==> src/rtl/debug_command_unit_pkg.sv <==
// Shared constants and FSM encoding for the debug command unit.
package debug_pkg;

    localparam int BYTE_W = 8;
    localparam int WORD_W = 32;

    localparam logic [BYTE_W-1:0] CMD_RUN  = 8'h63;
    localparam logic [BYTE_W-1:0] CMD_HALT = 8'h68;
    localparam logic [BYTE_W-1:0] CMD_STEP = 8'h73;
    localparam logic [BYTE_W-1:0] CMD_DUMP = 8'h64;
    localparam logic [BYTE_W-1:0] HEADER   = 8'hA5;

    typedef enum logic [2:0] {
        ST_IDLE    = 3'd0,
        ST_STEP    = 3'd1,
        ST_HDR     = 3'd2,
        ST_PAYLOAD = 3'd3,
        ST_CSUM    = 3'd4
    } state_e;

endpackage

==> src/rtl/debug_command_unit_tx_serializer.sv <==
// Sends one dump frame: header, big-endian snapshot words, XOR checksum of the payload.
module debug_tx_serializer
    import debug_pkg::*;
#(
    parameter int NUM_WORDS = 40
) (
    input  logic                        clk_i,
    input  logic                        rst_ni,
    input  logic                        start_i,
    input  logic [NUM_WORDS*WORD_W-1:0] snapshot_i,
    input  logic                        tx_full_i,
    output logic                        wr_o,
    output logic [BYTE_W-1:0]           data_o,
    output logic                        busy_o,
    output logic                        busy_next_o
);

    localparam int NB = NUM_WORDS * (WORD_W / BYTE_W);
    localparam int KW = $clog2(NB);

    state_e            state_q;
    logic [KW-1:0]     k_q;
    logic [BYTE_W-1:0] csum_q;
    logic              busy_q;
    logic [BYTE_W-1:0] bytes_q [NB];
    logic [KW-1:0]     sel;

    // Byte j of a word goes out MSB first, so the flat byte address flips the low two bits.
    assign sel = {k_q[KW-1:2], ~k_q[1:0]};

    always_comb begin
        wr_o   = 1'b0;
        data_o = '0;
        case (state_q)
            ST_HDR: begin
                wr_o   = ~tx_full_i;
                data_o = HEADER;
            end
            ST_PAYLOAD: begin
                wr_o   = ~tx_full_i;
                data_o = bytes_q[sel];
            end
            ST_CSUM: begin
                wr_o   = ~tx_full_i;
                data_o = csum_q;
            end
            default: ;
        endcase
    end

    assign busy_o      = busy_q;
    assign busy_next_o = start_i | (busy_q & ~((state_q == ST_CSUM) & wr_o));

    always_ff @(posedge clk_i) begin
        if (start_i) begin
            for (int b = 0; b < NB; b++) begin
                bytes_q[b] <= snapshot_i[b*BYTE_W +: BYTE_W];
            end
        end
    end

    always_ff @(posedge clk_i or negedge rst_ni) begin
        if (!rst_ni) begin
            state_q <= ST_IDLE;
            k_q     <= '0;
            csum_q  <= '0;
            busy_q  <= 1'b0;
        end else begin
            case (state_q)
                ST_IDLE: begin
                    if (start_i) begin
                        state_q <= ST_HDR;
                        busy_q  <= 1'b1;
                    end
                end
                ST_HDR: begin
                    if (wr_o) state_q <= ST_PAYLOAD;
                end
                ST_PAYLOAD: begin
                    if (wr_o) begin
                        csum_q <= csum_q ^ data_o;
                        if (k_q == KW'(NB - 1)) begin
                            k_q     <= '0;
                            state_q <= ST_CSUM;
                        end else begin
                            k_q <= k_q + 1'b1;
                        end
                    end
                end
                ST_CSUM: begin
                    if (wr_o) begin
                        state_q <= ST_IDLE;
                        busy_q  <= 1'b0;
                        csum_q  <= '0;
                        k_q     <= '0;
                    end
                end
                default: state_q <= ST_IDLE;
            endcase
        end
    end

endmodule

==> src/rtl/debug_command_unit.sv <==
// Debug command front end: decodes RX command bytes, gates the pipeline clock-enable,
// counts enabled cycles and hands dump requests to the TX serializer.
module debug_command_unit
    import debug_pkg::*;
#(
    parameter int NUM_WORDS = 40
) (
    input  logic                        clock,
    input  logic                        reset_n,
    input  logic                        rx_empty,
    input  logic [BYTE_W-1:0]           rx_data,
    output logic                        rd_uart,
    input  logic                        tx_full,
    output logic                        wr_uart,
    output logic [BYTE_W-1:0]           tx_data,
    input  logic [NUM_WORDS*WORD_W-1:0] snapshot,
    output logic                        pipe_enable,
    output logic                        running,
    output logic                        busy,
    output logic [31:0]                 cycle_count
);

    state_e      ctrl_q, ctrl_d;
    logic        running_q, running_d;
    logic        pipe_en_q;
    logic [31:0] cnt_q;
    logic        dump_start;
    logic        ser_busy, ser_busy_next;

    // Commands are only taken while idle and no frame is in flight; later bytes wait in the FIFO.
    always_comb begin
        ctrl_d     = ST_IDLE;
        running_d  = running_q;
        dump_start = 1'b0;
        rd_uart    = 1'b0;
        if (ctrl_q == ST_IDLE && !ser_busy && !rx_empty) begin
            rd_uart = 1'b1;
            case (rx_data)
                CMD_RUN:  running_d = 1'b1;
                CMD_HALT: running_d = 1'b0;
                CMD_STEP: if (!running_q) ctrl_d = ST_STEP;
                CMD_DUMP: dump_start = 1'b1;
                default:  ;
            endcase
        end
    end

    always_ff @(posedge clock or negedge reset_n) begin
        if (!reset_n) begin
            ctrl_q    <= ST_IDLE;
            running_q <= 1'b0;
            pipe_en_q <= 1'b0;
            cnt_q     <= '0;
        end else begin
            ctrl_q    <= ctrl_d;
            running_q <= running_d;
            pipe_en_q <= (running_d | (ctrl_d == ST_STEP)) & ~ser_busy_next;
            if (pipe_en_q) cnt_q <= cnt_q + 32'd1;
        end
    end

    debug_tx_serializer #(
        .NUM_WORDS (NUM_WORDS)
    ) u_ser (
        .clk_i       (clock),
        .rst_ni      (reset_n),
        .start_i     (dump_start),
        .snapshot_i  (snapshot),
        .tx_full_i   (tx_full),
        .wr_o        (wr_uart),
        .data_o      (tx_data),
        .busy_o      (ser_busy),
        .busy_next_o (ser_busy_next)
    );

    assign pipe_enable = pipe_en_q;
    assign running     = running_q;
    assign busy        = ser_busy;
    assign cycle_count = cnt_q;

endmodule

==> config.mk <==
export PLATFORM = sky130hd
export DESIGN_NAME = debug_command_unit
export DESIGN_NICKNAME = d
export VERILOG_FILES = /design/src/rtl/debug_command_unit_pkg.sv /design/src/rtl/debug_command_unit_tx_serializer.sv /design/src/rtl/debug_command_unit.sv
export SDC_FILE = /design/constraint.sdc
export NUM_CORES = 1
export LEC_CHECK = 0
export ABC_AREA = 0
export BUFFER_PORTS_ARGS = -buffer_cell sky130_fd_sc_hd__clkbuf_2
export CAP_MARGIN = 20
export CORE_AREA = 2 2 516 518
export CTS_CLUSTER_SIZE = 40
export DETAILED_ROUTE_END_ITERATION = 10
export DIE_AREA = 0 0 518 520
export HOLD_SLACK_MARGIN = 0.06
export PLACE_DENSITY = 0.49
export SYNTH_ARGS = -nofsm -noshare
export SYNTH_HDL_FRONTEND = slang
export SYNTH_SLANG_ARGS = --single-unit
==> constraint.sdc <==
create_clock -name clock -period 33 [get_ports clock]
set_clock_uncertainty 0.2 [all_clocks]
set_input_delay 3.3 -clock clock [delete_from_list [all_inputs] [get_ports clock]]
set_output_delay 3.3 -clock clock [all_outputs]
set_load 0.01 [all_outputs]
Word-level counts from Yosys, hierarchy flattened
Memories as Yosys holds them, arrays and structs flattened. Cells that the tools add are included.

Word-level logic and storage cells: 74. Memory bits (read-only): 0. Register bits after elaboration: 57. Input bits: 1292. RAM bits: 1280. Memories kept: 1. Output and inout port bits: 45. Latch bits: 0.

Memories: u_ser.bytes_q (words 160, bits a word 8, rd ports 1, clocked after Yosys merged registers in 0, wr ports 160, RTL line debug_command_unit_tx_serializer.sv:25) `logic [BYTE_W-1:0] bytes_q [NB];`.

Magnitude comparators: 0. Bitwise logic cells: 10. Mux-type cells: 27. Divide/modulo/power cells: 0. Multiply operators: 0. Reduce and logical (&&, ||, !) cells: 12. Shift-type cells: 0. Add/subtract/negate cells: 2. Equality and inequality tests: 14.

Operators by type and width (count): adder 32 x 1 -> 32 bit, second input constant (1); == test 8 x 7 -> 1 bit, second input constant (4); 2-to-1 mux 8 bit (4); one-hot mux 8 bit (2 select lines) (2); one-hot mux 8 bit (3 select lines) (1); 2-to-1 mux 3 bit (5); 2-to-1 mux 1 bit (12); one-hot mux 3 bit (4 select lines) (1); inequality test 2 x 1 -> 1 bit, second input constant (5); adder 8 x 1 -> 8 bit, second input constant (1); == test 8 bit, second input constant (1); XOR 8 bit (1); == test 3 x 2 -> 1 bit, second input constant (2); zero test 3 bit (2); AND reduction 3 bit (2); AND reduction 5 bit (1); one-hot mux 1 bit (2 select lines) (2); nonzero test 2 bit (2); bitwise AND 1 bit (3); == test 3 x 1 -> 1 bit, second input constant (1); == test 3 bit, second input constant (1); inverter 1 bit (3); OR reduction 3 bit (1); logical AND 1 bit (2); 3 further kinds (5).

Depth between registers and ports, before layout
Depth after elaboration: 9. Depth in mapped cells: 13. Gate-level depth less buffers: 8.

Modules after synthesis
Synthesis repeated with hierarchy kept, for this count alone.

Cells, all modules: 2500. Area, all modules: 51896.0 sq um.

Modules (own cells, without submodules): debug_tx_serializer (instances 1, area each 50223.2 sq um, cells each 2355, sequential area each 38937.3 sq um); debug_command_unit (instances 1, area each 1672.9 sq um, cells each 145, sequential area each 875.8 sq um).

Least setup slack after synthesis
No wires, ideal clock.

Path kind: in2reg. Start point: input rx_empty. End point: register u_ser.state_q[1]. Setup time: 0.165 ns. Stages: 6. Data required time: 32.635 ns. Buffers on the path: 0. Data arrival time: 35.061 ns. Setup slack: -2.426 ns. Cell sequence: nor3_1 > nand4b_1 > nor2_1 > and4_1 > a22oi_1 > nor2_1.

Longest elaborated chain between the ends: 5.

RTL lines: from (decl) (RTL line debug_command_unit.sv:10) `input logic rx_empty,`; zero test 1 bit (RTL line debug_command_unit.sv:36) `if (ctrl_q == ST_IDLE && !ser_busy && !rx_empty) begin`; logical AND 1 bit (RTL line debug_command_unit.sv:36); 2-to-1 mux 1 bit (RTL line debug_command_unit.sv:36); net dump_start (RTL line debug_command_unit.sv:27) `logic dump_start;`; inequality test 2 x 1 -> 1 bit (no line); AND reduction 5 bit (no line); to (signal assigned) (RTL line debug_command_unit_tx_serializer.sv:84) `state_q <= ST_CSUM;`; to (signal assigned) (RTL line debug_command_unit_tx_serializer.sv:92) `state_q <= ST_IDLE;`; to (signal assigned) (RTL line debug_command_unit_tx_serializer.sv:98) `default: state_q <= ST_IDLE;`; to (decl) (RTL line debug_command_unit_tx_serializer.sv:21) `state_e state_q;`.

The timed path passes the listed nets, and every way through them passes these cells. A chain may end at the register's enable or synchronous reset.

Worst setup path after layout
Start point: register u_ser.k_q[0]. End point: output tx_data[1].

Longest elaborated chain between the ends: 3.

RTL lines: from (decl) (RTL line debug_command_unit_tx_serializer.sv:22) `logic [KW-1:0] k_q;`; from (signal assigned) (RTL line debug_command_unit_tx_serializer.sv:86) `k_q <= k_q + 1'b1;`; inverter 2 bit (RTL line debug_command_unit_tx_serializer.sv:29) `assign sel = {k_q[KW-1:2], ~k_q[1:0]};`; memory (160 x 8 bit); one-hot mux 8 bit (3 select lines) (RTL line debug_command_unit_tx_serializer.sv:34) `case (state_q)`; to (decl) (RTL line debug_command_unit.sv:15) `output logic [BYTE_W-1:0] tx_data,`.

No other way between the ends.

==> out/results.ini <==
[cells_and_area]
finalNonFillerCells = 7592
areaGrowthSynthToFinish_pct = 30.27
finalInstanceArea_sq_mm = 0.06771
finish.net_count = 5202
fill_cells = 27200
layout-drive-gt1-share_pct = 47.60

[timing]
fmax_mhz = 100.4
fin_ws_ns = 23.04
max_slew.worst_pin.slew_ns = 1.113
fin_crit_sh_pct = 30.17
tns_ns = 0
whs_ns = 0.2643
finalHoldViolCount = 0
rsz0062_at_grt = false
relSlewSlack_pct = 25.77
slew_violations = 0
fin_crit_ns = 9.957
finalSetupViolCount = 0

[synth]
synth_edf_count = 1280
ys_seq_area_share_pct = 76.60
async_flop_share_pct = 4.120
synth_nets = 3766
netlist_area_sq_mm = 0.05197
synth_seq_cells = 1335
ys_warn_count = 0
synth-main-ff-cell = edfxtp_1
syn_avg_cell_area_sq_um = 21.03
netlist_instances = 2472
post_synth_num_cell_types = 83

[placement]
dpl.hpwl_microns = 192200
io_buffers = 1336
placed_cell_area_sq_mm = 0.06257
gp_congestion = 0.8864
pre_cts_ws_ns = 23.67
dp.cells = 7271

[power]
vdd_drop_max_uv = 39.71
power_density_mw_per_mm2 = 55.71
leakage_nw = 24.04

[clock_tree]
hold_buffers = 0
cts_htree_levels = 4
cts_made_buffers = 166
postCtsSetupRepairBufs = 0
clk_pin_slew_ns = 0.07
cts.sinks = 1335
post_cts_resized = 0
cts-root-buf = clkbuf_16
cts_tree = done
clk_path_buf_depth = 4
clock_latency_ns = 0.84

[die]
rows = 189
die_h_microns = 520
die-area_sq_mm = 0.2694
die_w_microns = 518
core-area_sq_mm = 0.2639
io_pins = 1337
initial_core_util_pct = 19.69

[job]
drv_cap = 0

[worst_setup_path]
required_ns = 29.50
r2r_end = u_ser.bytes_q[66][1]
path_max_fanout = 96
path_class = flip-flop to output port
r2r_start = u_ser.busy_o
cp-end-kind = output port
startpoint_type = flip-flop
reg2reg_depth = 9
reg2reg_slack_ns = 26.54
crit_arrival_ns = 6.46

[detailed_routing]
ant_nets = 0
drt_iter0_drc = 2801
remaining_drc_errors = 0
wl_microns = 246200
via_count = 31540
via_per_inst = 4.155
wire_per_inst_microns = 32.43
drt-pass1-iter-count = 7

[grt]
antenna_found_initial = 131
gr-total-overflow = 0
grt_use_total_pct = 17.73
grt_pass1_vias = 33320
grt_pass1_wl_microns = 316800
grt_max_degree = 140

[worst_hold_path]
min_to = u_ser.state_q[1]
hold_path.class = flip-flop to flip-flop
hp-start = u_ser.state_q[2]
hold_depth = 1

[outcome]
status = finished, final reports clean

per-layer routing:
layer / vias up / track usage [%] / routed length, microns
li1: 13300 / - / -
met1: 16340 / 20.82 / 95790
met2: 1484 / 31.68 / 126800
met3: 362 / 5.175 / 18140
met4: 60 / 4.117 / 5106
met5: - / 0 / 404
how the worst max path moves through the flow:
stage	from	endpoint	slack (ns)	cells after the start
final	u_ser.k_q[0]	tx_data[1]	23.04	11
after detailed placement	u_ser.k_q[0]	tx_data[1]	23.67	11
after global placement	u_ser.k_q[0]	tx_data[1]	23.70	11
after CTS	u_ser.k_q[0]	tx_data[1]	22.70	11
after global routing	u_ser.k_q[0]	tx_data[1]	22.66	11
after floorplan	rx_empty	u_ser.state_q[1]	11.75	6
cells in the final DEF, fill, tap and decap left out, types with 9 or more instances in the layout:
cell and n:
mux2_2 22, clkbuf_2 1336, diode_2 36, o221ai_1 17
a221oi_1 11, xnor2_1 25, mux4_1 16, nor3_1 9
clkbuf_16 171, edfxtp_1 1280, o22ai_1 41, a22o_1 21
o21ai_0 23, buf_4 58, dfrtp_1 49, clkinv_1 24
a22oi_1 41, mux2i_1 117, nand3_1 20, mux4_2 233
nor2_1 43, and3_1 14, a21oi_1 48, xor2_1 14
clkinv_2 25, a211oi_1 27, clkbuf_1 32, nand2_1 93
o211ai_1 11
final cells by class:
class / count / area, sq um / share of cell area (%)
antenna: 36 / 90.09 / 0.1331
clock buffer: 206 / 4441 / 6.558
multi-input combinational: 994 / 11030 / 16.29
sequential: 1335 / 39830 / 58.83
clock inverter: 77 / 590.6 / 0.8722
inverter: 9 / 36.28 / 0.05359
timing repair buffer: 1402 / 7269 / 10.74
tap: 3533 / 4420 / 6.529
stage by stage:
stage | util, % | power, mW
5_1_grt | 25.63 | 3.895
4_1_cts | 25.62 | 3.839
3_3_place_gp | 23.71 | 2.068
6_report | 25.66 | 3.772
3_5_place_dp | 23.71 | 2.069
2_1_floorplan | - | 1.948
report_power, final:
group / internal (mW) / switching, mW / total (mW) / leakage, nW
Combinational: 0.0837 / 0.0852 / 0.169 / 9.36
Sequential: 1.86 / 0.00245 / 1.86 / 12.2
Clock: 1.00 / 0.745 / 1.74 / 2.46
registers in the layout (all words and copies together), names as in the netlist:
name           count
u_ser.k_q          8
cycle_count       32
u_ser.csum_q       8
u_ser.state_q      3
running            1
pipe_enable        1
u_ser.bytes_q   1280
u_ser.busy_o       1
ctrl_q             1
synthesized netlist by cell type, types with 12 or more instances:
| master | number | share of area (%) |
|---|---|---|
| a21oi_1 | 48 | 0.46 |
| o22ai_1 | 41 | 0.49 |
| nand2_1 | 93 | 0.67 |
| edfxtp_1 | 1280 | 74 |
| nor2_1 | 44 | 0.32 |
| mux2i_1 | 117 | 2.3 |
| xor2_1 | 14 | 0.24 |
| a22o_1 | 21 | 0.35 |
| xnor2_1 | 25 | 0.42 |
| mux4_2 | 233 | 10 |
| a22oi_1 | 41 | 0.59 |
| o221ai_1 | 17 | 0.29 |
| buf_6 | 38 | 0.82 |
| clkbuf_1 | 20 | 0.14 |
| mux2_2 | 22 | 0.48 |
| buf_12 | 12 | 0.46 |
| nand3_1 | 21 | 0.20 |
| buf_2 | 35 | 0.34 |
| buf_4 | 13 | 0.19 |
| dfrtp_1 | 55 | 2.6 |
| a211oi_1 | 27 | 0.39 |
| o21ai_0 | 24 | 0.23 |
| and3_1 | 14 | 0.17 |
| mux4_1 | 16 | 0.81 |
critical path: stages (launching register included):
cell and delay (ns):
dfrtp_4 0.68, buf_4 0.65, buf_4 0.51, buf_12 0.41
mux4_2 0.60, a2111oi_1 0.60, buf_4 0.23, a21oi_1 0.15
a32oi_1 0.28, a21o_1 0.35, o21ai_0 0.45, clkbuf_2 0.27
cell families after synthesis:
kind of cell	after synthesis	share of synthesized area (%)
buf+inv	143	2.265
mux	389	13.66
fa+ha+maj	2	0.04814
simple gates	245	2.306
flops	1335	76.60
xor+xnor	39	0.6572
compound gates	319	4.466
(Power assumes the default switching activity.)
